===== config.mk =====
export PLATFORM = sky130hd
export DESIGN_NAME = burst_cache
export DESIGN_NICKNAME = d
export VERILOG_FILES = /design/src/rtl/cache_pkg.sv /design/src/rtl/burst_cache_rr_arbiter.sv /design/src/rtl/burst_cache.sv
export SDC_FILE = /design/constraint.sdc
export NUM_CORES = 2
export LEC_CHECK = 0
export BUFFER_PORTS_ARGS = -buffer_cell sky130_fd_sc_hd__buf_2
export CAP_MARGIN = 10
export CORE_ASPECT_RATIO = 0.75
export CORE_UTILIZATION = 25
export CTS_CLUSTER_SIZE = 20
export DETAILED_ROUTE_END_ITERATION = 8
export GPL_ROUTABILITY_DRIVEN = 0
export PLACE_DENSITY = 0.37
export SLEW_MARGIN = 20
export SYNTH_ARGS = -nofsm -noshare
export SYNTH_HDL_FRONTEND = slang
export SYNTH_SLANG_ARGS = --single-unit

===== constraint.sdc =====
create_clock -name clk -period 66.6 [get_ports clk]
set_input_delay 6.66 -clock clk [delete_from_list [all_inputs] [get_ports clk]]
set_output_delay 6.66 -clock clk [all_outputs]
set_load 0.05 [all_outputs]

===== src/rtl/cache_pkg.sv =====
// Shared types for burst_cache: FSM states, default address split and cache line layout.
package cache_pkg;

  localparam int unsigned DEF_ADDR_BITS   = 8;
  localparam int unsigned DEF_DATA_BITS   = 8;
  localparam int unsigned DEF_CACHE_LINES = 16;
  localparam int unsigned DEF_LINE_WORDS  = 4;

  localparam int unsigned OFF_BITS = $clog2(DEF_LINE_WORDS);
  localparam int unsigned IDX_BITS = $clog2(DEF_CACHE_LINES);
  localparam int unsigned TAG_BITS = DEF_ADDR_BITS - OFF_BITS - IDX_BITS;

  typedef enum logic [2:0] {
    ST_IDLE, ST_LOOKUP, ST_FILL, ST_WRITE_MEM, ST_RESPOND, ST_DRAIN
  } state_t;

  typedef struct packed {
    logic                                          valid;
    logic [TAG_BITS-1:0]                           tag;
    logic [DEF_LINE_WORDS-1:0][DEF_DATA_BITS-1:0]  data;
  } cache_line_t;

  // Index width that stays legal for a single-entry range.
  function automatic int unsigned idx_width(int unsigned n);
    return (n > 1) ? $clog2(n) : 1;
  endfunction

endpackage


===== src/rtl/burst_cache_rr_arbiter.sv =====
// Round-robin channel picker: first requester after the last granted channel.
module rr_arbiter
  import cache_pkg::*;
#(
  parameter int unsigned CHANNELS = 4
) (
  input  logic [CHANNELS-1:0]            i_req,
  input  logic [idx_width(CHANNELS)-1:0] i_last_grant,
  output logic [idx_width(CHANNELS)-1:0] o_grant_c,
  output logic                           o_any_req_c
);

  localparam int unsigned CH_W = idx_width(CHANNELS);

  int unsigned w_cand;

  always_comb begin
    o_grant_c   = '0;
    o_any_req_c = 1'b0;
    w_cand      = 0;
    for (int unsigned i = 1; i <= CHANNELS; i++) begin
      w_cand = (32'(i_last_grant) + i) % CHANNELS;
      if (!o_any_req_c && i_req[CH_W'(w_cand)]) begin
        o_any_req_c = 1'b1;
        o_grant_c   = CH_W'(w_cand);
      end
    end
  end

endmodule


===== src/rtl/burst_cache.sv =====
// Multi-channel direct-mapped read cache with burst line fill and write-through,
// no-write-allocate stores.
module burst_cache
  import cache_pkg::*;
#(
  parameter int unsigned ADDR_BITS   = DEF_ADDR_BITS,
  parameter int unsigned DATA_BITS   = DEF_DATA_BITS,
  parameter int unsigned CHANNELS    = 4,
  parameter int unsigned CACHE_LINES = DEF_CACHE_LINES,
  parameter int unsigned LINE_WORDS  = DEF_LINE_WORDS,
  parameter int unsigned CNT_BITS    = 16
) (
  input  logic                                 clk,
  input  logic                                 reset,
  input  logic [CHANNELS-1:0]                  i_read_valid,
  input  logic [CHANNELS-1:0][ADDR_BITS-1:0]   i_read_address,
  output logic [CHANNELS-1:0]                  o_read_ready,
  output logic [CHANNELS-1:0][DATA_BITS-1:0]   o_read_data,
  input  logic [CHANNELS-1:0]                  i_write_valid,
  input  logic [CHANNELS-1:0][ADDR_BITS-1:0]   i_write_address,
  input  logic [CHANNELS-1:0][DATA_BITS-1:0]   i_write_data,
  output logic [CHANNELS-1:0]                  o_write_ready,
  output logic                                 o_mem_read_valid,
  output logic [ADDR_BITS-1:0]                 o_mem_read_address,
  input  logic                                 i_mem_read_ready,
  input  logic [DATA_BITS-1:0]                 i_mem_read_data,
  output logic                                 o_mem_write_valid,
  output logic [ADDR_BITS-1:0]                 o_mem_write_address,
  output logic [DATA_BITS-1:0]                 o_mem_write_data,
  input  logic                                 i_mem_write_ready,
  input  logic                                 i_invalidate,
  output logic [CNT_BITS-1:0]                  o_hit_count,
  output logic [CNT_BITS-1:0]                  o_miss_count
);

  localparam int unsigned OFF_W = $clog2(LINE_WORDS);
  localparam int unsigned IDX_W = $clog2(CACHE_LINES);
  localparam int unsigned TAG_W = ADDR_BITS - OFF_W - IDX_W;
  localparam int unsigned CH_W  = idx_width(CHANNELS);

  state_t                          r_state, w_next_state;
  logic [CH_W-1:0]                 r_grant, r_last_grant, w_arb_grant;
  logic                            w_any_req;
  logic                            r_op_write;
  logic [ADDR_BITS-1:0]            r_addr;
  logic [DATA_BITS-1:0]            r_wdata, r_rdata;
  logic [OFF_W-1:0]                r_fill_cnt;
  logic                            r_inv_pend;
  cache_line_t                     r_lines [CACHE_LINES];
  logic [CNT_BITS-1:0]             r_hit_count, r_miss_count;
  logic [CHANNELS-1:0]             r_read_ready, r_write_ready;
  logic [CHANNELS-1:0][DATA_BITS-1:0] r_read_data;
  logic                            r_mem_read_valid, r_mem_write_valid;
  logic [ADDR_BITS-1:0]            r_mem_read_address, r_mem_write_address;
  logic [DATA_BITS-1:0]            r_mem_write_data;

  logic [OFF_W-1:0]                w_off;
  logic [IDX_W-1:0]                w_idx;
  logic [TAG_W-1:0]                w_tag;
  cache_line_t                     w_line;
  logic                            w_hit, w_fill_hs, w_fill_last, w_wr_hs, w_drain_valid;
  logic [CHANNELS-1:0]             w_read_ready_nxt, w_write_ready_nxt;
  logic [CHANNELS-1:0][DATA_BITS-1:0] w_read_data_nxt;
  logic                            w_mem_read_valid_nxt, w_mem_write_valid_nxt;

  rr_arbiter #(.CHANNELS(CHANNELS)) u_arb (
    .i_req        (i_read_valid | i_write_valid),
    .i_last_grant (r_last_grant),
    .o_grant_c    (w_arb_grant),
    .o_any_req_c  (w_any_req)
  );

  assign w_off         = r_addr[OFF_W-1:0];
  assign w_idx         = r_addr[OFF_W +: IDX_W];
  assign w_tag         = r_addr[ADDR_BITS-1 -: TAG_W];
  assign w_line        = r_lines[w_idx];
  assign w_hit         = w_line.valid && (w_line.tag == w_tag);
  assign w_fill_hs     = r_mem_read_valid && i_mem_read_ready;
  assign w_fill_last   = (r_fill_cnt == OFF_W'(LINE_WORDS - 1));
  assign w_wr_hs       = r_mem_write_valid && i_mem_write_ready;
  assign w_drain_valid = r_op_write ? i_write_valid[r_grant] : i_read_valid[r_grant];

  always_ff @(posedge clk or posedge reset) begin
    if (reset) r_state <= ST_IDLE;
    else       r_state <= w_next_state;
  end

  always_comb begin
    w_next_state = r_state;
    case (r_state)
      ST_IDLE:      if (w_any_req) w_next_state = ST_LOOKUP;
      ST_LOOKUP:    if (r_op_write) w_next_state = ST_WRITE_MEM;
                    else if (w_hit) w_next_state = ST_RESPOND;
                    else            w_next_state = ST_FILL;
      ST_FILL:      if (w_fill_hs && w_fill_last) w_next_state = ST_RESPOND;
      ST_WRITE_MEM: if (w_wr_hs) w_next_state = ST_RESPOND;
      ST_RESPOND:   w_next_state = ST_DRAIN;
      ST_DRAIN:     if (!w_drain_valid) w_next_state = ST_IDLE;
      default:      w_next_state = ST_IDLE;
    endcase
  end

  // Next values of the registered LSU and memory strobes.
  always_comb begin
    w_read_ready_nxt      = '0;
    w_write_ready_nxt     = '0;
    w_read_data_nxt       = '0;
    w_mem_read_valid_nxt  = 1'b0;
    w_mem_write_valid_nxt = 1'b0;
    if (r_state == ST_RESPOND) begin
      if (r_op_write) begin
        w_write_ready_nxt[r_grant] = 1'b1;
      end else begin
        w_read_ready_nxt[r_grant] = 1'b1;
        w_read_data_nxt[r_grant]  = r_rdata;
      end
    end
    w_mem_read_valid_nxt  = ((r_state == ST_LOOKUP) && !r_op_write && !w_hit) ||
                            ((r_state == ST_FILL) && !(w_fill_hs && w_fill_last));
    w_mem_write_valid_nxt = ((r_state == ST_LOOKUP) && r_op_write) ||
                            ((r_state == ST_WRITE_MEM) && !w_wr_hs);
  end

  always_ff @(posedge clk or posedge reset) begin
    if (reset) begin
      r_grant             <= '0;
      r_last_grant        <= CH_W'(CHANNELS - 1);
      r_op_write          <= 1'b0;
      r_addr              <= '0;
      r_wdata             <= '0;
      r_rdata             <= '0;
      r_fill_cnt          <= '0;
      r_inv_pend          <= 1'b0;
      r_hit_count         <= '0;
      r_miss_count        <= '0;
      r_read_ready        <= '0;
      r_write_ready       <= '0;
      r_read_data         <= '0;
      r_mem_read_valid    <= 1'b0;
      r_mem_write_valid   <= 1'b0;
      r_mem_read_address  <= '0;
      r_mem_write_address <= '0;
      r_mem_write_data    <= '0;
      for (int i = 0; i < int'(CACHE_LINES); i++) r_lines[i] <= '0;
    end else begin
      r_read_ready      <= w_read_ready_nxt;
      r_write_ready     <= w_write_ready_nxt;
      r_read_data       <= w_read_data_nxt;
      r_mem_read_valid  <= w_mem_read_valid_nxt;
      r_mem_write_valid <= w_mem_write_valid_nxt;
      case (r_state)
        ST_IDLE: if (w_any_req) begin
          r_grant    <= w_arb_grant;
          r_op_write <= !i_read_valid[w_arb_grant];
          r_addr     <= i_read_valid[w_arb_grant] ? i_read_address[w_arb_grant]
                                                  : i_write_address[w_arb_grant];
          r_wdata    <= i_write_data[w_arb_grant];
        end
        ST_LOOKUP: begin
          if (w_hit) begin
            if (r_hit_count != '1) r_hit_count <= r_hit_count + CNT_BITS'(1);
          end else if (r_miss_count != '1) begin
            r_miss_count <= r_miss_count + CNT_BITS'(1);
          end
          if (r_op_write) begin
            if (w_hit) r_lines[w_idx].data[w_off] <= r_wdata;
            r_mem_write_address <= r_addr;
            r_mem_write_data    <= r_wdata;
          end else if (w_hit) begin
            r_rdata <= w_line.data[w_off];
          end else begin
            // Line stays invalid until its last word lands.
            r_lines[w_idx].valid <= 1'b0;
            r_fill_cnt           <= '0;
            r_mem_read_address   <= {r_addr[ADDR_BITS-1:OFF_W], OFF_W'(0)};
          end
        end
        ST_FILL: if (w_fill_hs) begin
          r_lines[w_idx].data[r_fill_cnt] <= i_mem_read_data;
          if (r_fill_cnt == w_off) r_rdata <= i_mem_read_data;
          if (w_fill_last) begin
            r_lines[w_idx].valid <= 1'b1;
            r_lines[w_idx].tag   <= w_tag;
          end else begin
            r_fill_cnt         <= r_fill_cnt + OFF_W'(1);
            r_mem_read_address <= r_mem_read_address + ADDR_BITS'(1);
          end
        end
        ST_DRAIN: if (!w_drain_valid) r_last_grant <= r_grant;
        default: ;
      endcase
      // Invalidation is held pending until the FSM is idle.
      if ((r_state == ST_IDLE) && (i_invalidate || r_inv_pend)) begin
        r_inv_pend <= 1'b0;
        for (int i = 0; i < int'(CACHE_LINES); i++) r_lines[i].valid <= 1'b0;
      end else if (i_invalidate) begin
        r_inv_pend <= 1'b1;
      end
    end
  end

  assign o_read_ready        = r_read_ready;
  assign o_read_data         = r_read_data;
  assign o_write_ready       = r_write_ready;
  assign o_mem_read_valid    = r_mem_read_valid;
  assign o_mem_read_address  = r_mem_read_address;
  assign o_mem_write_valid   = r_mem_write_valid;
  assign o_mem_write_address = r_mem_write_address;
  assign o_mem_write_data    = r_mem_write_data;
  assign o_hit_count         = r_hit_count;
  assign o_miss_count        = r_miss_count;

endmodule


==> metrics.md <==
| Metric | Value |
|---|---|
| F_max | `approximately 0.1 GHz` |
| Synth area leader | `dfrtp_1` |
| Hold Path Origin | `r_lines[245]` |
| Final Power | `roughly 1.7 mW` |
| Tightest Pin Transition | `~1.1 ns` |
| Static leakage | `about 14 nW` |
| Worst rel slew slack | `about a quarter` |
| Clock Path Buffers | `3` |
| Synth-to-layout area growth | `16.6%` |
| Core outline area | `around 130000 um2` |
| DRC | `0` |
| First-pass GRT wire length | `approximately 180000 um` |
| Input/output buffers | `~210` |
| Max cap viols | `0` |
| PwrDens | `43.6 nW/um2` |
| Crit path required time | `approximately 67 ns` |
| Fin. max-slew vios | `0` |
| Dominant cells by area after synthesis | `dfrtp_1 (52%), mux4_2 (11%), a2bb2oi_1 (10%)` |
| Mapped Nets | `roughly 2500` |
| Synth top cells by count | `dfrtp_1 (691), a2bb2oi_1 (385), mux4_2 (162), o22a_1 (130), nand2_1 (114)` |
| Detailed Routing Iterations Pass 1 | `6` |
| Startpoint types | `input pin` |
| R2r worst-path depth | `11` |
| Synth unique cells | `70` |
| Most common cell in the netlist | `dfrtp_1` |
| Wirelength per Cell | `~28 um` |
| Worst hold path type | `reg2reg` |
| GRT Resource Usage Total | `about 18%` |
| Worst Setup Path Type | `in2reg` |
| DRT antenna net count | `0` |
| Vias in the first global route | `about 24000` |
| Largest net degree at the start of global routing | `between 150 and 200` |
| Worst vdd ir | `slightly below 0.02 mV` |
| Via count | `~23000` |
| Avg Inst Size Synth | `14.0 um2` |
| Seq/Total Area, Yosys | `51.8%` |
| Layout cell share with drive strength beyond 1 | `30.4%` |
| Worst EP arrival | `between 10 and 15 ns` |
| Die Y | `319 um` |
| Die area | `about 140000 um2` |
| Capturing point of the worst reg2reg path | `r_lines[11]` |
| Outcome | `finished, final reports clean` |
| P_int | `just over 1 mW` |
| Sw Share | `roughly two fifths` |
| Initial antenna violation count | `10` |
| R2R setup slack | `between 60 and 70 ns` |
| Top-area cell type share of the netlist area | `51.6%` |
| CTS Sinks | `a little under 700` |
| Fin nets | `about 2700` |
| Comb pwr share | `37.8%` |
| Initial Util | `between 20% and 30%` |
| Setup TNS | `0 ns` |
| Vias per inst | `around 5.3` |
| Row Count | `115` |
| Top Ports | `about 220` |
| Inserted Clock Buffers | `75` |
| Hold-fix buffer count after cts | `0` |
| Final Cycle Share | `between 10% and 20%` |
| Clk pwr share | `25.9%` |
| Clk_lat worst skew | `roughly 0.67 ns` |
| Fin. Hold Viols | `0` |
| Die Wd | `around 420 um` |
| DP Area | `roughly 36000 um2` |
| Grt total ovfl | `0` |
| Hold Path Sink | `r_lines[245]` |
| Post-synth EDFFs | `0` |
| Highest net fanout along the worst path | `28` |
| Clock slew at reported path FFs | `0.06 ns` |
| Part of the power in registers | `a little over a third` |
| CTS tree | `built` |
| Final setup vio count | `0` |
| Initial DRC count | `approximately 1800` |
| Ys Warns | `0` |
| Reg2reg start | `r_addr[3]` |
| Unrepaired setup endpoints after global routing | `no` |
| P_sw | `slightly below 0.7 mW` |
| Synth Register Bits | `693` |
| Post-CTS setup buffers | `0` |
| DP Wirelength | `~80000 um` |
| CP Capture Type | `register` |
| Asr flop ratio synth | `100%` |
| Syn Inst Count | `between 2000 and 2500` |
| Hold Path Cell Cnt | `1` |
| Resized cells post-CTS | `0` |
| Final Critical Period | `roughly 9.9 ns` |
| Clock Tree Root | `clkbuf_16` |
| Final wirelength | `roughly 120000 um` |
| Design area | `39100 um2` |
| Syn Std Cell Area | `roughly 33000 um2` |
| Skew final | `around 0.030 ns` |
| Predominant post-synthesis flop cell | `dfrtp_1` |
| Number of H-tree levels | `3` |
[cell families after synthesis]
| family | count (synthesis) | synth area share (%) |
|---|---|---|
| fa+ha+maj | 7 | 0.261 |
| flops | 693 | 51.8 |
| mux | 348 | 16.8 |
| simple gates | 334 | 4.88 |
| compound gates | 754 | 21.8 |
| xor+xnor | 33 | 0.908 |
| buf+inv | 216 | 3.51 |
[final cells by class]
class                      count  area (um2)
clock inverter                24         287
multi-input combinational   1476       15200
antenna                        1        2.50
clock buffer                 113        2290
inverter                       7        33.8
fill                       13200       92900
sequential                   693       17400
timing repair buffer         290        1710
tap                         1755        2200
[critical path: stages]
cell and delay, ns:
buf_2 0.13, nand4b_1 0.10, a21o_1 0.44, nor2_1 0.38, nand3_2 0.15, and2_4 0.30, buf_4 0.38, buf_4 0.49
a2111oi_4 1.10, a2bb2oi_1 0.17
[registers in the layout, indices dropped and copies added, names as in the netlist, 3 cells and up]
signal and count:
r_addr 8, o_mem_read_address 8, r_state 3, o_miss_count 16
r_lines 560, r_rdata 8, o_hit_count 16, o_read_ready 4
o_write_ready 4, o_mem_write_address 8, o_read_data 32, r_wdata 8
o_mem_write_data 8
[how the worst max path moves through the flow]
stage	start	to	slack, ns	depth (start not counted)
3_5_place_dp	i_mem_read_ready	r_lines[11]	56.10	10
6_report	i_mem_read_ready	r_lines[11]	56.74	10
4_1_cts	i_mem_read_ready	r_lines[11]	56.81	10
2_1_floorplan	reset	o_hit_count[0]	40.51	1
5_1_grt	i_mem_read_ready	r_lines[186]	56.54	10
3_3_place_gp	i_mem_read_ready	r_lines[291]	56.16	10
[power by group through the flow]
stage / Sequential (mW) / Combinational (mW) / Clock, mW
floorplan: 0.607 / 0.435 / 0
global placement: 0.621 / 0.634 / 0
detailed placement: 0.624 / 0.645 / 0
CTS: 0.618 / 0.646 / 0.455
global route: 0.633 / 0.678 / 0.471
finish: 0.619 / 0.643 / 0.442
[per-stage QoR]
stage / hold WS, ns / worst slack [ns] / util, % / instances
4_1_cts: 0.488 / 56.81 / 29.6 / 4356
5_1_grt: 0.498 / 56.54 / 29.6 / 4359
2_1_floorplan: 0.455 / 40.51 / - / 2385
3_5_place_dp: 0.474 / 56.10 / 27.6 / 4219
6_report: 0.485 / 56.74 / 29.6 / 4359
3_3_place_gp: 0.464 / 56.16 / 27.6 / 4218
[routing by layer]
layer | routed length (um) | GRT usage (%) | up-vias
li1 | - | - | 9712
met1 | 58400 | 26.6 | 12600
met2 | 54300 | 26.5 | 711
met3 | 6700 | 3.34 | 160
met4 | 2360 | 3.79 | 0
met5 | 0 | 0 | -
[cell usage in the layout, fill, tap and decap left out, drive strengths merged, types with 4 or more instances in the layout]
cell type and count:
mux2 75, nor3 31, bufinv 5, nand2b 11, and3 16, nand2 114
a211oi 66, o22a 130, inv 8, clkbuf 113, nor4 9, dfrtp 691
mux2i 111, a32o 29, a2bb2oi 385, nor2 49, and2 48, a31oi 7
xnor2 19, nor2b 8, o2bb2ai 4, o211ai 8, a2111oi 8, nor3b 5
a32oi 16, clkinv 18, nand3 24, buf 290, o21ai 47, mux4 162
ha 7, xor2 14, nand4 12, a21oi 33
Power figures use the tool's default switching activity.
